===== config.mk =====
export PLATFORM = sky130hd
export DESIGN_NAME = spi_slave_core
export DESIGN_NICKNAME = d
export VERILOG_FILES = /design/src/rtl/spi_pkg.sv /design/src/rtl/spi_sync_edge.sv /design/src/rtl/spi_slave_core.sv
export SDC_FILE = /design/constraint.sdc
export NUM_CORES = 1
export LEC_CHECK = 0
export CAP_MARGIN = 40
export CORE_ASPECT_RATIO = 0.6
export CORE_MARGIN = 2
export CORE_UTILIZATION = 40
export DETAILED_ROUTE_END_ITERATION = 8
export GPL_ROUTABILITY_DRIVEN = 0
export PLACE_DENSITY = 0.66
export SLEW_MARGIN = 10
export SYNTH_ARGS = -nofsm -noshare
export SYNTH_HDL_FRONTEND = slang
export SYNTH_HIERARCHICAL = 1
export SYNTH_SLANG_ARGS = --single-unit
export TNS_END_PERCENT = 5

===== constraint.sdc =====
create_clock -name clk -period 2.3 [get_ports clk]
set_input_delay 0.345 -clock clk [delete_from_list [all_inputs] [get_ports clk]]
set_output_delay 0.345 -clock clk [all_outputs]
set_load 0.005 [all_outputs]

===== src/rtl/spi_pkg.sv =====
// Shared types and helpers for the SPI slave core.
package spi_pkg;

  // Frame-level FSM states.
  typedef enum logic [1:0] {
    IDLE  = 2'd0,
    LOAD  = 2'd1,
    SHIFT = 2'd2
  } spi_state_e;

  // Widest supported word; the bit counter is sized once for it so every
  // DATA_W in 2..32 shares the same counter width.
  localparam int MAX_DATA_W = 32;
  localparam int CNT_W      = $clog2(MAX_DATA_W + 1);

  // Modes 0 and 3 sample on the rising SCLK edge, modes 1 and 2 on the falling one.
  function automatic logic sample_is_rising(input logic cpol, input logic cpha);
    return ~(cpol ^ cpha);
  endfunction

endpackage


===== src/rtl/spi_sync_edge.sv =====
// Multi-flop synchroniser for an asynchronous input with single-cycle
// rise/fall pulses derived from the synchronised level. All flops reset
// low, so a line held low through reset produces no falling pulse.
module spi_sync_edge #(
  parameter int SYNC_STAGES = 2
) (
  input  logic clk,
  input  logic rst,
  input  logic din,
  output logic dout,
  output logic rise,
  output logic fall
);

  logic [SYNC_STAGES-1:0] sync_q;
  logic [SYNC_STAGES-1:0] sync_d;
  logic                   prev_q;
  logic                   prev_d;

  assign sync_d[0] = din;

  generate
    genvar gi;
    for (gi = 1; gi < SYNC_STAGES; gi++) begin : g_stage
      assign sync_d[gi] = sync_q[gi-1];
    end
  endgenerate

  assign dout   = sync_q[SYNC_STAGES-1];
  assign prev_d = dout;
  assign rise   = dout & ~prev_q;
  assign fall   = ~dout & prev_q;

  // Synchroniser chain plus one-cycle-delayed copy for edge detection.
  always_ff @(posedge clk) begin
    if (rst) begin
      sync_q <= '0;
      prev_q <= 1'b0;
    end else begin
      sync_q <= sync_d;
      prev_q <= prev_d;
    end
  end

endmodule


===== src/rtl/spi_slave_core.sv =====
// System-clocked SPI slave: oversampled SCLK/MOSI/CS_N, all four SPI modes,
// configurable word width and bit order, back-to-back words within a frame,
// valid/ready fabric interfaces and an optional echo (received+1) source.
module spi_slave_core
  import spi_pkg::*;
#(
  parameter int DATA_W      = 8,
  parameter bit MSB_FIRST   = 1'b1,
  parameter int SYNC_STAGES = 2
) (
  input  logic              clk,
  input  logic              rst,
  input  logic              cpol,
  input  logic              cpha,
  input  logic              echo_mode,
  input  logic              spi_sclk,
  input  logic              spi_mosi,
  input  logic              spi_cs_n,
  output logic              spi_miso,
  output logic              spi_miso_oe,
  input  logic [DATA_W-1:0] tx_data,
  input  logic              tx_valid,
  output logic              tx_ready,
  output logic [DATA_W-1:0] rx_data,
  output logic              rx_valid,
  input  logic              rx_ready,
  output logic              rx_overrun,
  output logic              tx_underrun,
  output logic              busy
);

  // ---------------------------------------------------------------------------
  // Bit-order helpers
  // ---------------------------------------------------------------------------
  function automatic logic first_bit(input logic [DATA_W-1:0] w);
    return MSB_FIRST ? w[DATA_W-1] : w[0];
  endfunction

  function automatic logic [DATA_W-1:0] shift_out(input logic [DATA_W-1:0] w);
    return MSB_FIRST ? {w[DATA_W-2:0], 1'b0} : {1'b0, w[DATA_W-1:1]};
  endfunction

  function automatic logic [DATA_W-1:0] shift_in(input logic [DATA_W-1:0] w, input logic b);
    return MSB_FIRST ? {w[DATA_W-2:0], b} : {b, w[DATA_W-1:1]};
  endfunction

  // ---------------------------------------------------------------------------
  // Input synchronisation
  // ---------------------------------------------------------------------------
  logic sclk_s, sclk_rise, sclk_fall;
  logic cs_s, cs_rise, cs_fall;
  logic mosi_s;

  spi_sync_edge #(.SYNC_STAGES(SYNC_STAGES)) u_sclk_sync (
    .clk  (clk),
    .rst  (rst),
    .din  (spi_sclk),
    .dout (sclk_s),
    .rise (sclk_rise),
    .fall (sclk_fall)
  );

  spi_sync_edge #(.SYNC_STAGES(SYNC_STAGES)) u_cs_sync (
    .clk  (clk),
    .rst  (rst),
    .din  (spi_cs_n),
    .dout (cs_s),
    .rise (cs_rise),
    .fall (cs_fall)
  );

  // MOSI needs the same latency as SCLK so data lines up with the sample edge.
  logic [SYNC_STAGES-1:0] mosi_sync_q;
  logic [SYNC_STAGES-1:0] mosi_sync_d;

  assign mosi_sync_d[0] = spi_mosi;

  generate
    genvar gi;
    for (gi = 1; gi < SYNC_STAGES; gi++) begin : g_mosi_sync
      assign mosi_sync_d[gi] = mosi_sync_q[gi-1];
    end
  endgenerate

  assign mosi_s = mosi_sync_q[SYNC_STAGES-1];

  // MOSI synchroniser chain.
  always_ff @(posedge clk) begin
    if (rst) mosi_sync_q <= '0;
    else     mosi_sync_q <= mosi_sync_d;
  end

  // ---------------------------------------------------------------------------
  // State
  // ---------------------------------------------------------------------------
  spi_state_e         state_q, state_d;
  logic               cpol_q, cpol_d;
  logic               cpha_q, cpha_d;
  logic [CNT_W-1:0]   bit_cnt_q, bit_cnt_d;
  logic [DATA_W-1:0]  rx_shift_q, rx_shift_d;
  logic [DATA_W-1:0]  tx_shift_q, tx_shift_d;
  logic [DATA_W-1:0]  hold_q, hold_d;
  logic               hold_full_q, hold_full_d;
  logic [DATA_W-1:0]  echo_q, echo_d;
  logic [DATA_W-1:0]  rx_data_q, rx_data_d;
  logic               rx_valid_q, rx_valid_d;
  logic               rx_overrun_q, rx_overrun_d;
  logic               tx_underrun_q, tx_underrun_d;
  logic               miso_q, miso_d;
  logic               miso_oe_q, miso_oe_d;

  logic               sample_edge, shift_edge;
  logic               in_load, word_done;
  logic [DATA_W-1:0]  rx_shift_next;
  logic [DATA_W-1:0]  tx_word;
  logic               tx_take_hold, tx_empty;

  // Pick the sample and shift edges from the mode latched at frame start.
  always_comb begin
    sample_edge = 1'b0;
    shift_edge  = 1'b0;
    if (sample_is_rising(cpol_q, cpha_q)) begin
      sample_edge = sclk_rise;
      shift_edge  = sclk_fall;
    end else begin
      sample_edge = sclk_fall;
      shift_edge  = sclk_rise;
    end
  end

  // A CS_N release wins over any load or word completion in the same cycle.
  assign in_load       = (state_q == LOAD) && !cs_rise;
  assign word_done     = (state_q == SHIFT) && !cs_rise && sample_edge &&
                         (bit_cnt_q == CNT_W'(DATA_W - 1));
  assign rx_shift_next = shift_in(rx_shift_q, mosi_s);

  // Choose the next transmit word: echo value, holding register, or zeros.
  // At a word boundary the echo uses the word completing this cycle.
  always_comb begin
    tx_word      = '0;
    tx_take_hold = 1'b0;
    tx_empty     = 1'b0;
    if (in_load || word_done) begin
      if (echo_mode) begin
        tx_word = in_load ? echo_q : rx_shift_next + DATA_W'(1);
      end else if (hold_full_q) begin
        tx_word      = hold_q;
        tx_take_hold = 1'b1;
      end else begin
        tx_empty = 1'b1;
      end
    end
  end

  // Frame FSM, shift datapath, holding register and RX handshake.
  always_comb begin
    state_d       = state_q;
    cpol_d        = cpol_q;
    cpha_d        = cpha_q;
    bit_cnt_d     = bit_cnt_q;
    rx_shift_d    = rx_shift_q;
    tx_shift_d    = tx_shift_q;
    hold_d        = hold_q;
    hold_full_d   = hold_full_q;
    echo_d        = echo_q;
    rx_data_d     = rx_data_q;
    rx_valid_d    = rx_valid_q;
    rx_overrun_d  = 1'b0;
    tx_underrun_d = tx_empty;
    miso_d        = miso_q;
    miso_oe_d     = miso_oe_q;

    // A write can only land while empty, so it never collides with a take.
    if (tx_valid && !hold_full_q) begin
      hold_d      = tx_data;
      hold_full_d = 1'b1;
    end
    if (tx_take_hold) begin
      hold_full_d = 1'b0;
    end

    if (rx_valid_q && rx_ready) begin
      rx_valid_d = 1'b0;
    end

    case (state_q)
      IDLE: begin
        miso_d    = 1'b0;
        miso_oe_d = 1'b0;
        if (cs_s) begin
          cpol_d = cpol;
          cpha_d = cpha;
        end
        if (cs_fall) begin
          state_d = LOAD;
        end
      end

      LOAD: begin
        bit_cnt_d  = '0;
        rx_shift_d = '0;
        miso_d     = first_bit(tx_word);
        miso_oe_d  = 1'b1;
        // With cpha=1 the first leading edge re-presents bit 0, so keep the
        // whole word in the shifter; with cpha=0 bit 0 is already on the wire.
        tx_shift_d = cpha_q ? tx_word : shift_out(tx_word);
        state_d    = SHIFT;
      end

      SHIFT: begin
        if (sample_edge) begin
          rx_shift_d = rx_shift_next;
          if (word_done) begin
            bit_cnt_d  = '0;
            echo_d     = rx_shift_next + DATA_W'(1);
            tx_shift_d = tx_word;
            if (!rx_valid_q || rx_ready) begin
              rx_data_d  = rx_shift_next;
              rx_valid_d = 1'b1;
            end else begin
              rx_overrun_d = 1'b1;
            end
          end else begin
            bit_cnt_d = bit_cnt_q + CNT_W'(1);
          end
        end
        if (shift_edge) begin
          miso_d     = first_bit(tx_shift_q);
          tx_shift_d = shift_out(tx_shift_q);
        end
      end

      default: begin
        state_d = IDLE;
      end
    endcase

    if (cs_rise) begin
      state_d   = IDLE;
      miso_d    = 1'b0;
      miso_oe_d = 1'b0;
    end
  end

  // State register for the whole core.
  always_ff @(posedge clk) begin
    if (rst) begin
      state_q       <= IDLE;
      cpol_q        <= 1'b0;
      cpha_q        <= 1'b0;
      bit_cnt_q     <= '0;
      rx_shift_q    <= '0;
      tx_shift_q    <= '0;
      hold_q        <= '0;
      hold_full_q   <= 1'b0;
      echo_q        <= '0;
      rx_data_q     <= '0;
      rx_valid_q    <= 1'b0;
      rx_overrun_q  <= 1'b0;
      tx_underrun_q <= 1'b0;
      miso_q        <= 1'b0;
      miso_oe_q     <= 1'b0;
    end else begin
      state_q       <= state_d;
      cpol_q        <= cpol_d;
      cpha_q        <= cpha_d;
      bit_cnt_q     <= bit_cnt_d;
      rx_shift_q    <= rx_shift_d;
      tx_shift_q    <= tx_shift_d;
      hold_q        <= hold_d;
      hold_full_q   <= hold_full_d;
      echo_q        <= echo_d;
      rx_data_q     <= rx_data_d;
      rx_valid_q    <= rx_valid_d;
      rx_overrun_q  <= rx_overrun_d;
      tx_underrun_q <= tx_underrun_d;
      miso_q        <= miso_d;
      miso_oe_q     <= miso_oe_d;
    end
  end

  assign spi_miso    = miso_q;
  assign spi_miso_oe = miso_oe_q;
  assign tx_ready    = ~hold_full_q;
  assign rx_data     = rx_data_q;
  assign rx_valid    = rx_valid_q;
  assign rx_overrun  = rx_overrun_q;
  assign tx_underrun = tx_underrun_q;
  assign busy        = (state_q != IDLE);

  // The synchronised SCLK level itself is only consumed through its edges.
  logic unused_sclk_level;
  assign unused_sclk_level = sclk_s;

endmodule


== Yosys cells after proc, flatten, opt, wreduce, memory -nomap -nowiden ==
Cells that the tools add are included.

* Eq/ne operators: 8
* Reductions and logical operators: 27
* Add/subtract/negate cells: 2
* Bitwise operators: 14
* Mux-type cells: 31

{| class="wikitable"
|+ Operators by type and width
! cell !! number
|-
| $mux W8 || 8
|-
| $pmux W8 S2 || 1
|-
| $pmux W7 S2 || 1
|-
| $mux W1 || 13
|-
| $mux W6 || 2
|-
| $pmux W6 S2 || 1
|-
| $not A1 Y1 || 9
|-
| $add A8 B1 Y8 const B || 1
|-
| $reduce_and A2 Y1 || 4
|-
| $mux W7 || 1
|-
| $add A6 B1 Y6 const B || 1
|-
| $eq A6 B3 Y1 const B || 1
|-
| $logic_and A1 B1 Y1 || 6
|-
| $ne A2 B2 Y1 const B || 3
|-
| $ne A3 B3 Y1 const B || 2
|-
| $pmux W2 S3 || 1
|-
| $reduce_and A3 Y1 || 2
|-
| $reduce_bool A2 Y1 || 3
|-
| $and A1 B1 Y1 || 4
|-
| $reduce_and A4 Y1 || 1
|-
| $reduce_or A2 Y1 || 2
|-
| $reduce_or A4 Y1 || 1
|-
| $logic_not A1 Y1 || 3
|-
| $pmux W1 S3 || 1
|-
| 9 further kinds || 10
|}

* Bits in registers: 63
* Input bits: 18
* Output and inout port bits: 15
* Logic and storage cells: 102

== Depth between registers and ports, before layout ==
Gate-level depths: netlist (run 1).

* Word-level depth: 12
* Depth in mapped cells: 9
* Gate-level depth less buffers: 8

== Hierarchy ==
The synthesis (run 1) kept the hierarchy.

{| class="wikitable"
|+ Modules (own cells, without submodules)
! module !! sequential area each (um2) !! times used !! cells an instance !! area an instance (um2)
|-
| spi_slave_core || 1141.1 || 1 || 329 || 2753.9
|-
| spi_sync_edge || 60.1 || 2 || 8 || 91.3
|}

== Worst setup path before layout (run 1) ==
Ideal clock, no wire load.

* Path type: flip-flop to flip-flop
* Start point: reg cpol_q
* End point: reg tx_shift_q[6]
* Slack: 0.285 ns
* Arrival: 1.882 ns
* Cell stages (with the launch flop): 8
* Period minus slack after synthesis: 2.015 ns
* Library setup time: 0.133 ns
* Path buffers: 1
* Data required time: 2.167 ns
* Cells stage by stage: dfxtp_1 buf_4 xor2_1 mux2_2 o31ai_1 o21ai_0 a221oi_1 nor3_1

* Longest elaborated chain between the ends: 10
* Elaborated cells between the ends (all ways): 15
* Those cells by class: eq/ne: 2; mux: 8; bitwise: 1; reduce/logical: 4

{| class="wikitable"
|+ RTL lines
! item !! RTL line !! source
|-
| start: declaration || spi_slave_core.sv:97 || <nowiki>logic cpol_q, cpol_d;</nowiki>
|-
| start signal: assignment || spi_slave_core.sv:265 || <nowiki>cpol_q <= cpol_d;</nowiki>
|-
| $xor A1 B1 Y1 * || spi_pkg.sv:18 || <nowiki>return ~(cpol ^ cpha);</nowiki>
|-
| $mux W1 || spi_slave_core.sv:122 || <nowiki>if (sample_is_rising(cpol_q, cpha_q)) begin</nowiki>
|-
| $logic_and A1 B1 Y1 (2 in a row) || spi_slave_core.sv:133 || <nowiki>assign word_done = (state_q == SHIFT) && !cs_rise && sample_edge &&</nowiki>
|-
| $logic_or A1 B1 Y1 || spi_slave_core.sv:143 || <nowiki>if (in_load || word_done) begin</nowiki>
|-
| $mux W8 || spi_slave_core.sv:143 ||
|-
| $mux W8 || spi_slave_core.sv:213 || <nowiki>if (word_done) begin</nowiki>
|-
| $mux W8 || spi_slave_core.sv:211 || <nowiki>if (sample_edge) begin</nowiki>
|-
| $mux W8 || spi_slave_core.sv:227 || <nowiki>if (shift_edge) begin</nowiki>
|-
| $pmux W8 S2 || spi_slave_core.sv:186 || <nowiki>case (state_q)</nowiki>
|-
| end signal: assignment || spi_slave_core.sv:269 || <nowiki>tx_shift_q <= tx_shift_d;</nowiki>
|-
| end: declaration || spi_slave_core.sv:101 || <nowiki>logic [DATA_W-1:0] tx_shift_q, tx_shift_d;</nowiki>
|}

Mark *: on every way between the ends. The rest lies on a longest branch, timed or not. The select of a mux whose other input is x is not followed.
A chain may end at the register's enable or synchronous reset.

== Final worst setup path (run 1) ==
* Start point: reg cpha_q
* End point: reg tx_shift_q[3]

* Longest elaborated chain between the ends: 10
* Elaborated cells between the ends (all ways): 15
* Those cells by class: eq/ne: 2; mux: 8; bitwise: 1; reduce/logical: 4

{| class="wikitable"
|+ RTL lines
! item !! RTL line !! source
|-
| start: declaration || spi_slave_core.sv:98 || <nowiki>logic cpha_q, cpha_d;</nowiki>
|-
| start signal: assignment || spi_slave_core.sv:266 || <nowiki>cpha_q <= cpha_d;</nowiki>
|-
| $xor A1 B1 Y1 || spi_pkg.sv:18 ||
|-
| $mux W1 || spi_slave_core.sv:122 ||
|-
| $logic_and A1 B1 Y1 (2 in a row) || spi_slave_core.sv:133 ||
|-
| $logic_or A1 B1 Y1 || spi_slave_core.sv:143 ||
|-
| $mux W8 || spi_slave_core.sv:143 ||
|-
| $mux W8 || spi_slave_core.sv:213 ||
|-
| $mux W8 || spi_slave_core.sv:211 ||
|-
| $mux W8 || spi_slave_core.sv:227 ||
|-
| $pmux W8 S2 || spi_slave_core.sv:186 ||
|}

Several ways; a longest one is shown, not always the timed one. The select of a mux whose other input is x is not followed.

==> Flow_metrics.wiki, run 1 <==
{| class="wikitable"
! Metric !! Value
|-
| Largest stage delay on the critical path || 0.46 ns
|-
| Data arrival time of the worst path || 2.43 ns
|-
| Leakage dissipation || 0.001391 uW
|-
| Number of hold violations in the final report || 0
|-
| All-layer global routing usage || 19.32%
|-
| Die Area || 8065 sq um
|-
| Clock Sink Count || 63
|-
| Setup total negative slack || 0 ns
|-
| Area of all placed cells without fillers || 3756 sq um
|-
| Commonest cells after routing, fill and taps aside || dfxtp_1, nor2_1, nand2_1, a21oi_1, clkdlybuf4s50_1
|-
| Worst-path cell chain || xnor2_2 -> mux2_4 -> o41ai_4 -> a222oi_1 -> o2111a_1 -> nor3_2
|-
| Number of top-level design ports || 33
|-
| Part of the power in registers || 44.7%
|-
| Worst hold path depth || 1
|-
| Mean routed wirelength per cell || 14.48 um
|-
| Net count after synthesis || 370
|-
| Normalized max-slew margin || 65.81%
|-
| Cell count after placement || 469
|-
| H-Tree Depth || 3
|-
| Class of the tightest hold or removal check || flop to flop
|-
| Wire length reported by the detailed router || 7068 um
|-
| TritonCTS clock tree || yes
|-
| Internal portion of total power || 1978 uW
|-
| Buffering stage count on the worst path with inverters included || 0
|-
| Layout cells sized above 1 || 14.61%
|-
| Peak clock frequency supported by timing || 0.4610 GHz
|-
| Mean cell area of the mapped netlist || 8.512 sq um
|-
| Floorplan core area || 7177 sq um
|-
| Proportion of register bits with asynchronous set or reset after synthesis || 0%
|-
| Final min period || 2.169 ns
|-
| Number of standard-cell rows in the floorplan || 24
|-
| Number of port buffers || 32
|-
| Worst Reg-to-Reg Cells || 6
|-
| Final number of max-transition violations || 0
|-
| Crit-path leading delay family || compound AO/OA/AOI/OAI gates
|-
| Largest net degree at the start of global routing || 29
|-
| Worst min-delay path endpoint || u_sclk_sync/sync_q[1]
|-
| Initial antenna violation count || 0
|-
| Crit-path slowest cell || dfxtp_1
|-
| Area delta synth->final || 27.91%
|-
| Net Switching || 564.6 uW
|-
| Flop-to-flop setup slack || 0.13 ns
|-
| Remaining antenna violation count after routing || 0
|-
| Length of the first detailed-routing pass in iterations || 4
|-
| Insertion delay of the later-clocked pin in the worst-skew pair || 0.34 ns
|-
| Detailed placement HPWL || 5154 um
|-
| #FFs+latches synth || 63
|-
| Diode count || 0
|-
| Initial DRC count || 212
|-
| Clock skew || 0.006624 ns
|-
| Placed inst area || 3430 sq um
|-
| Vias post-DR || 2595
|-
| Most used DFF post-synth || dfxtp_1
|-
| Global-route congestion overflow total || 0
|-
| Final net count || 417
|-
| Vias per inst || 5.318
|-
| Maximum clock insertion buffer count || 2
|-
| Post-CTS clock slew at the launch and capture registers of the worst setup and hold paths || 0.05 ns
|-
| Share of total power in the clock network || 49.3%
|-
| Worst hold path startpoint || u_sclk_sync/sync_q[0]
|-
| Worst-margin pin slew || 0.4999 ns
|-
| Hold_buf cts || 0
|-
| Wire length of the first global-routing pass || 11850 um
|-
| Count of maximum capacitance violations || 0
|-
| Endpoints failing setup || 0
|-
| Critical R2R Launch || cpha_q
|-
| Switching part of the total power || 22.21%
|-
| Chip Height || 70.37 um
|-
| Final period util || 94.31%
|-
| Type of element launching the critical path || flop
|-
| Sequential element share of the synthesized area || 42.95%
|-
| Number of distinct library cells after synthesis || 53
|-
| Total power density per cell area || 676.8 nW/um^2
|-
| Type of destination of the critical path || flop
|-
| EDFF count, synth || 0
|-
| Crit path max fanout || 5
|-
| Cell at the root of the clock tree || clkbuf_16
|-
| Total CTS buffers || 9
|-
| Maximum vdd ir drop || 0.0004951 V
|-
| Starting density of the core || 40.92%
|-
| Number of instances in the synthesized netlist || 345
|-
| Required time of the worst setup path || 2.57 ns
|-
| Width of the die || 114.6 um
|-
| Post-route DRC || 0
|-
| Capture instance of the worst register-to-register path || tx_shift_q[3]
|-
| Outcome || completed
|-
| Cell area after synthesis || 2937 sq um
|-
| Count of filler cells inserted in the layout || 703
|-
| Most frequent standard cell in the layout excluding fill and tap cells || dfxtp_1
|-
| Number of non-filler instances in the completed layout || 488
|-
| Synth warnings || 6
|-
| Via count of the first global-routing pass || 2382
|-
| Comb power frac || 6.1%
|-
| Type of the worst setup path || flop to flop
|}
logic make-up after synthesis:
group	Yosys count	synth area share, %
and+or+nand+nor	144	22.84
AOI/OAI and AO/OA	83	19.52
DFF	63	42.95
buffers and inverters	25	3.707
muxes	15	5.369
xor gates and xnor gates	8	2.642
adders and majority gates	7	2.982
how the worst max path moves through the flow:
stage                                startpoint       endpoint  slack [ns]  cells past startpoint
after CTS                 u_sclk_sync/sync_q[1]  tx_shift_q[3]        0.11                      7
after detailed placement              echo_mode  tx_shift_q[3]        0.11                      7
after floorplan                          cpol_q  tx_shift_q[6]        0.29                      7
after global routing      u_sclk_sync/sync_q[1]  tx_shift_q[3]      -0.007                      7
final                                    cpha_q  tx_shift_q[3]        0.13                      6
after global placement                echo_mode  tx_shift_q[2]        0.18                      7
per-layer routing:
metal  global-route usage (%)  vias to the layer above  share of wire (%)  routed length (um)
met5                        0                        -                  0                   0
met4                    5.420                        0                1.1                  77
met3                    9.028                       10                8.4                 593
met2                    24.85                       88                 39                2758
met1                    28.27                     1176                 51                3639
li1                         -                     1321                  -                   -
worst reg2reg max path: stages (launching register included):
cell and delay, ns:
dfxtp_1 0.46, xnor2_2 0.18, mux2_4 0.36, o41ai_4 0.45, a222oi_1 0.22, o2111a_1 0.30
nor3_2 0.13
power groups by stage:
stage	clock network [uW]	registers [uW]	logic, uW
after global placement	0	1160	151
after CTS	1300	1130	153
after floorplan	0	1150	91.1
final	1250	1140	154
after detailed placement	0	1160	152
after global routing	1350	1140	169
through the flow:
| stage | worst slack (ns) | util [%] | total power [uW] | hold slack (ns) |
|---|---|---|---|---|
| floorplan | 0.2852 | - | 1240 | 0.4138 |
| global placement | 0.1825 | 47.79 | 1306 | 0.4218 |
| detailed placement | 0.1071 | 47.79 | 1309 | 0.4307 |
| CTS | 0.1121 | 51.66 | 2584 | 0.4394 |
| global route | -0.007443 | 52.34 | 2652 | 0.4652 |
| finish | 0.1309 | 52.34 | 2542 | 0.4341 |
registers in the layout (all words and copies together), names as in the netlist, 2 cells and up:
name	flops
rx_shift_q	7
u_cs_sync/sync_q	2
u_sclk_sync/sync_q	2
state_q	2
hold_q	8
tx_shift_q	8
mosi_sync_q	2
rx_data	8
echo_q	8
bit_cnt_q	6
Yosys cell counts, types with 2 or more instances:
cell,n,share of area [%]
nor2_1,44,5.6
nand3_1,16,2.7
a21oi_1,33,5.6
nor4_1,2,0.43
xor2_1,3,0.89
a221o_1,2,0.68
nor3_1,13,2.2
ha_1,7,3.0
inv_1,6,0.77
mux2i_1,12,4.1
nor2b_1,16,3.4
nand2b_1,4,0.85
and2_1,3,0.64
nand3b_1,2,0.51
dfxtp_1,63,43
a31oi_1,4,0.85
a2111oi_0,2,0.60
a22oi_1,8,2.0
a222oi_1,2,0.68
clkbuf_1,14,1.8
buf_2,3,0.51
nand2_1,37,4.7
a211oi_1,3,0.77
a311oi_1,3,0.89
and3_1,3,0.64
xnor2_1,4,1.2
a31o_2,2,0.60
mux2_2,2,0.77
o21ai_0,8,1.4
what timing repair did:
| action | CTS | global route |
|---|---|---|
| endpoints found under the setup margin | 0 | 7 |
| setup buffers | 0 | 3 |
| resized for setup | 0 | 10 |
area by class of cell:
cell class | instances | area [sq um] | share of cell area (%)
inverter | 6 | 22.52 | 0.5996
tap | 91 | 113.9 | 3.031
multi-input combinational | 257 | 1589 | 42.31
clock buffer | 13 | 260.3 | 6.929
timing repair buffer | 55 | 488.0 | 12.99
clock inverter | 3 | 17.52 | 0.4664
sequential | 63 | 1265 | 33.68
Note: power is estimated with default switching activity, not from simulation.
==> inputs of run 2 (changes only) <==
ABC_AREA = 1   (was default)
REMOVE_ABC_BUFFERS = 1   (was default)
==> Flow_metrics.wiki, run 2 <==
{| class="wikitable"
! Metric !! Value
|-
| Chip Height || 71.48 um (+1.6%)
|-
| Highest signal layer in the routed design || met4
|-
| Final net count || 468 (+12%)
|-
| H-Tree Depth || 3 (unchanged)
|-
| Width of the die || 116.5 um (+1.6%)
|-
| #FFs+latches synth || 63 (unchanged)
|-
| Cell area after synthesis || 3035 sq um (+3.4%)
|-
| Number of non-filler instances in the completed layout || 552 (+13%)
|-
| Count of maximum capacitance violations || 0 (unchanged)
|-
| Vias post-DR || 2748 (+5.9%)
|-
| Leading cell types by total area after synthesis || dfxtp_1, nand2_1, nor2_1
|-
| Detailed-routed wire length on met3 || 455 um (-23%)
|-
| Worst-margin pin slew || 0.5329 ns (+0.03297 ns)
|-
| Layout cells sized above 1 || 12.72% (-1.9 points)
|-
| Endpoints failing setup || 0 (unchanged)
|-
| Remaining antenna violation count after routing || 0 (unchanged)
|-
| Number of instances in the synthesized netlist || 409 (+19%)
|-
| Cell at the root of the clock tree || clkbuf_16
|-
| Commonest cells after routing, fill and taps aside || dfxtp_1, nand2_1, nor2_1, inv_1, clkdlybuf4s50_1
|-
| Cell count after placement || 536 (+14%)
|-
| Initial antenna violation count || 0 (unchanged)
|-
| Via count of the first global-routing pass || 2436 (+2.3%)
|-
| Maximum clock insertion buffer count || 2 (unchanged)
|-
| Total CTS buffers || 9 (unchanged)
|-
| Hold_buf cts || 0 (unchanged)
|-
| Type of the worst setup path || flop to output port
|-
| Outcome || completed
|-
| Most used DFF post-synth || dfxtp_1
|-
| Synth warnings || 6 (unchanged)
|-
| Mean routed wirelength per cell || 12.95 um (-11%)
|-
| Number of top-level design ports || 33 (unchanged)
|-
| Clock skew || 0.007525 ns (+0.0009008 ns)
|-
| EDFF count, synth || 0 (unchanged)
|-
| Count of filler cells inserted in the layout || 716 (+1.8%)
|-
| Wire length of the first global-routing pass || 11940 um (+0.81%)
|-
| Crit path max fanout || 4 (-1)
|-
| Final number of max-transition violations || 0 (unchanged)
|-
| Required time of the worst setup path || 1.96 ns (-0.61 ns)
|-
| Class of the tightest hold or removal check || flop to flop
|-
| Final total power || 3270 uW (+29%)
|-
| Insertion delay of the later-clocked pin in the worst-skew pair || 0.33 ns (about the same)
|-
| TritonCTS clock tree || yes
|-
| Area delta synth->final || 22.96%
|-
| Met1 wire length || 3803 um (+4.5%)
|-
| Final period util || 87.93% (-6.4 points)
|-
| Library cell occupying the most area in the post-synthesis netlist || dfxtp_1
|-
| RSZ-0062 raised after global routing || false
|-
| Total power density per cell area || 876.0 nW/um^2 (+29%)
|-
| Number of port buffers || 32 (unchanged)
|-
| Mean cell area of the mapped netlist || 7.422 sq um (-13%)
|-
| Vias per inst || 4.978 (-6.4%)
|-
| Detailed placement HPWL || 5340 um (+3.6%)
|-
| Sequential element share of the synthesized area || 41.55% (-1.4 points)
|-
| Number of hold violations in the final report || 0 (unchanged)
|-
| Clock Sink Count || 63 (unchanged)
|-
| Top cell type's share of synthesized area || 41.55% (-1.4 points)
|-
| Wire length reported by the detailed router || 7147 um (+1.1%)
|-
| Final min period || 2.022 ns (-0.1467 ns)
|-
| Peak clock frequency supported by timing || 0.4945 GHz (+7.3%)
|-
| Leakage dissipation || 0.001506 uW (+8.3%)
|-
| Most frequent cells after synthesis || dfxtp_1, nand2_1, nor2_1
|-
| Largest net degree at the start of global routing || 24 (-17%)
|-
| Post-route DRC || 0 (unchanged)
|-
| Post-CTS clock slew at the launch and capture registers of the worst setup and hold paths || 0.05 ns (about the same)
|-
| Number of standard-cell rows in the floorplan || 24 (unchanged)
|-
| Type of element launching the critical path || flop
|-
| Floorplan core area || 7297 sq um (+1.7%)
|-
| Maximum vdd ir drop || 0.0003975 V (-20%)
|-
| Routed wire length on met2 || 2781 um (+0.83%)
|-
| Initial DRC count || 216 (+1.9%)
|-
| Setup total negative slack || 0 ns (unchanged)
|-
| All-layer global routing usage || 18.93% (-0.39 points)
|-
| Proportion of register bits with asynchronous set or reset after synthesis || 0% (unchanged)
|-
| Starting density of the core || 41.60% (+0.68 points)
|-
| Diode count || 0 (unchanged)
|-
| Length of the first detailed-routing pass in iterations || 4 (unchanged)
|-
| Number of distinct library cells after synthesis || 37 (-30%)
|-
| Data arrival time of the worst path || 1.68 ns (-0.75 ns)
|-
| Most frequent standard cell in the layout excluding fill and tap cells || dfxtp_1
|-
| Normalized max-slew margin || 64.34% (-1.5 points)
|-
| Global-route congestion overflow total || 0 (unchanged)
|-
| Die Area || 8324 sq um (+3.2%)
|-
| Type of destination of the critical path || output port
|}
[run 2: cell count changes in the layout (fill, tap and decap cells not counted), moves of 7 or more]
cell and delta:
nor2_1 +16, mux2i_1 -12, nand4_1 +7, nand3_1 +12, inv_1 +40, a22oi_1 -8
buf_4 -18, o21ai_0 +20, nand2_1 +25, nand2_2 +8, nor2b_1 -14, nor3_1 -10
[run 2: where the power goes]
part	internal, uW	switching, uW
clock	844	472
sequential	1180	56.8
combinational	262	455
[run 2: final timing paths]
check / cells past startpoint / startpoint / slack [ns] / endpoint
setup / recovery: 4 / state_q[0] / 0.28 / busy
hold / removal: 2 / mosi_sync_q[0] / 0.40 / mosi_sync_q[1]
setup reg to reg: 8 / state_q[1] / 0.32 / tx_shift_q[4]
hold reg to reg: 2 / mosi_sync_q[0] / 0.40 / mosi_sync_q[1]
[run 2: layer usage]
metal	vias up	global-route usage, %
met1	1244	29.05
met2	84	24.29
met3	9	5.076
met5	-	0
li1	1411	-
met4	0	8.333
[run 2: logic make-up after synthesis]
family / after synthesis / share of synthesized area, %
and+or+nand+nor: 184 / 28.07
AOI/OAI and AO/OA: 85 / 16.61
buffers and inverters: 65 / 9.439
DFF: 63 / 41.55
adders and majority gates: 7 / 2.885
xor gates and xnor gates: 5 / 1.443
[run 2: repair_timing]
action	CTS	global route
endpoints found under the setup margin	0	7
gates resized for setup	0	1
buffers inserted	0	0
[run 2: cell type report]
class	count	area [sq um]	share of cell area [%]
Multi-Input combinational cell	281	1490	39.93
Tap cell	104	130.1	3.486
Clock buffer	14	284.0	7.610
Inverter	51	196.4	5.263
Timing Repair Buffer	37	357.8	9.588
Clock inverter	2	12.51	0.3352
Sequential cell	63	1261	33.79
[run 2: through the flow]
step / setup slack (ns) / area (sq um) / util [%] / hold slack (ns)
after floorplan: 0.4196 / 2945 / - / 0.3883
after global placement: 0.2653 / 3433 / 47.05 / 0.3911
after detailed placement: 0.2425 / 3433 / 47.05 / 0.3958
after CTS: 0.2202 / 3730 / 51.11 / 0.4032
after global routing: 0.08817 / 3732 / 51.15 / 0.4210
final: 0.2777 / 3732 / 51.15 / 0.4025
[run 2: critical path: stages, from the launching register on]
cell and delay [ns]:
dfxtp_1 0.39, inv_1 0.10, ha_1 0.25, inv_1 0.10, clkdlybuf4s50_1 0.51
==> inputs of run 3 (changes only) <==
SLEW_MARGIN = 0   (was 10)
==> results of run 3 <==
No change in the layout: final DEF, timing and power equal those of run 2.
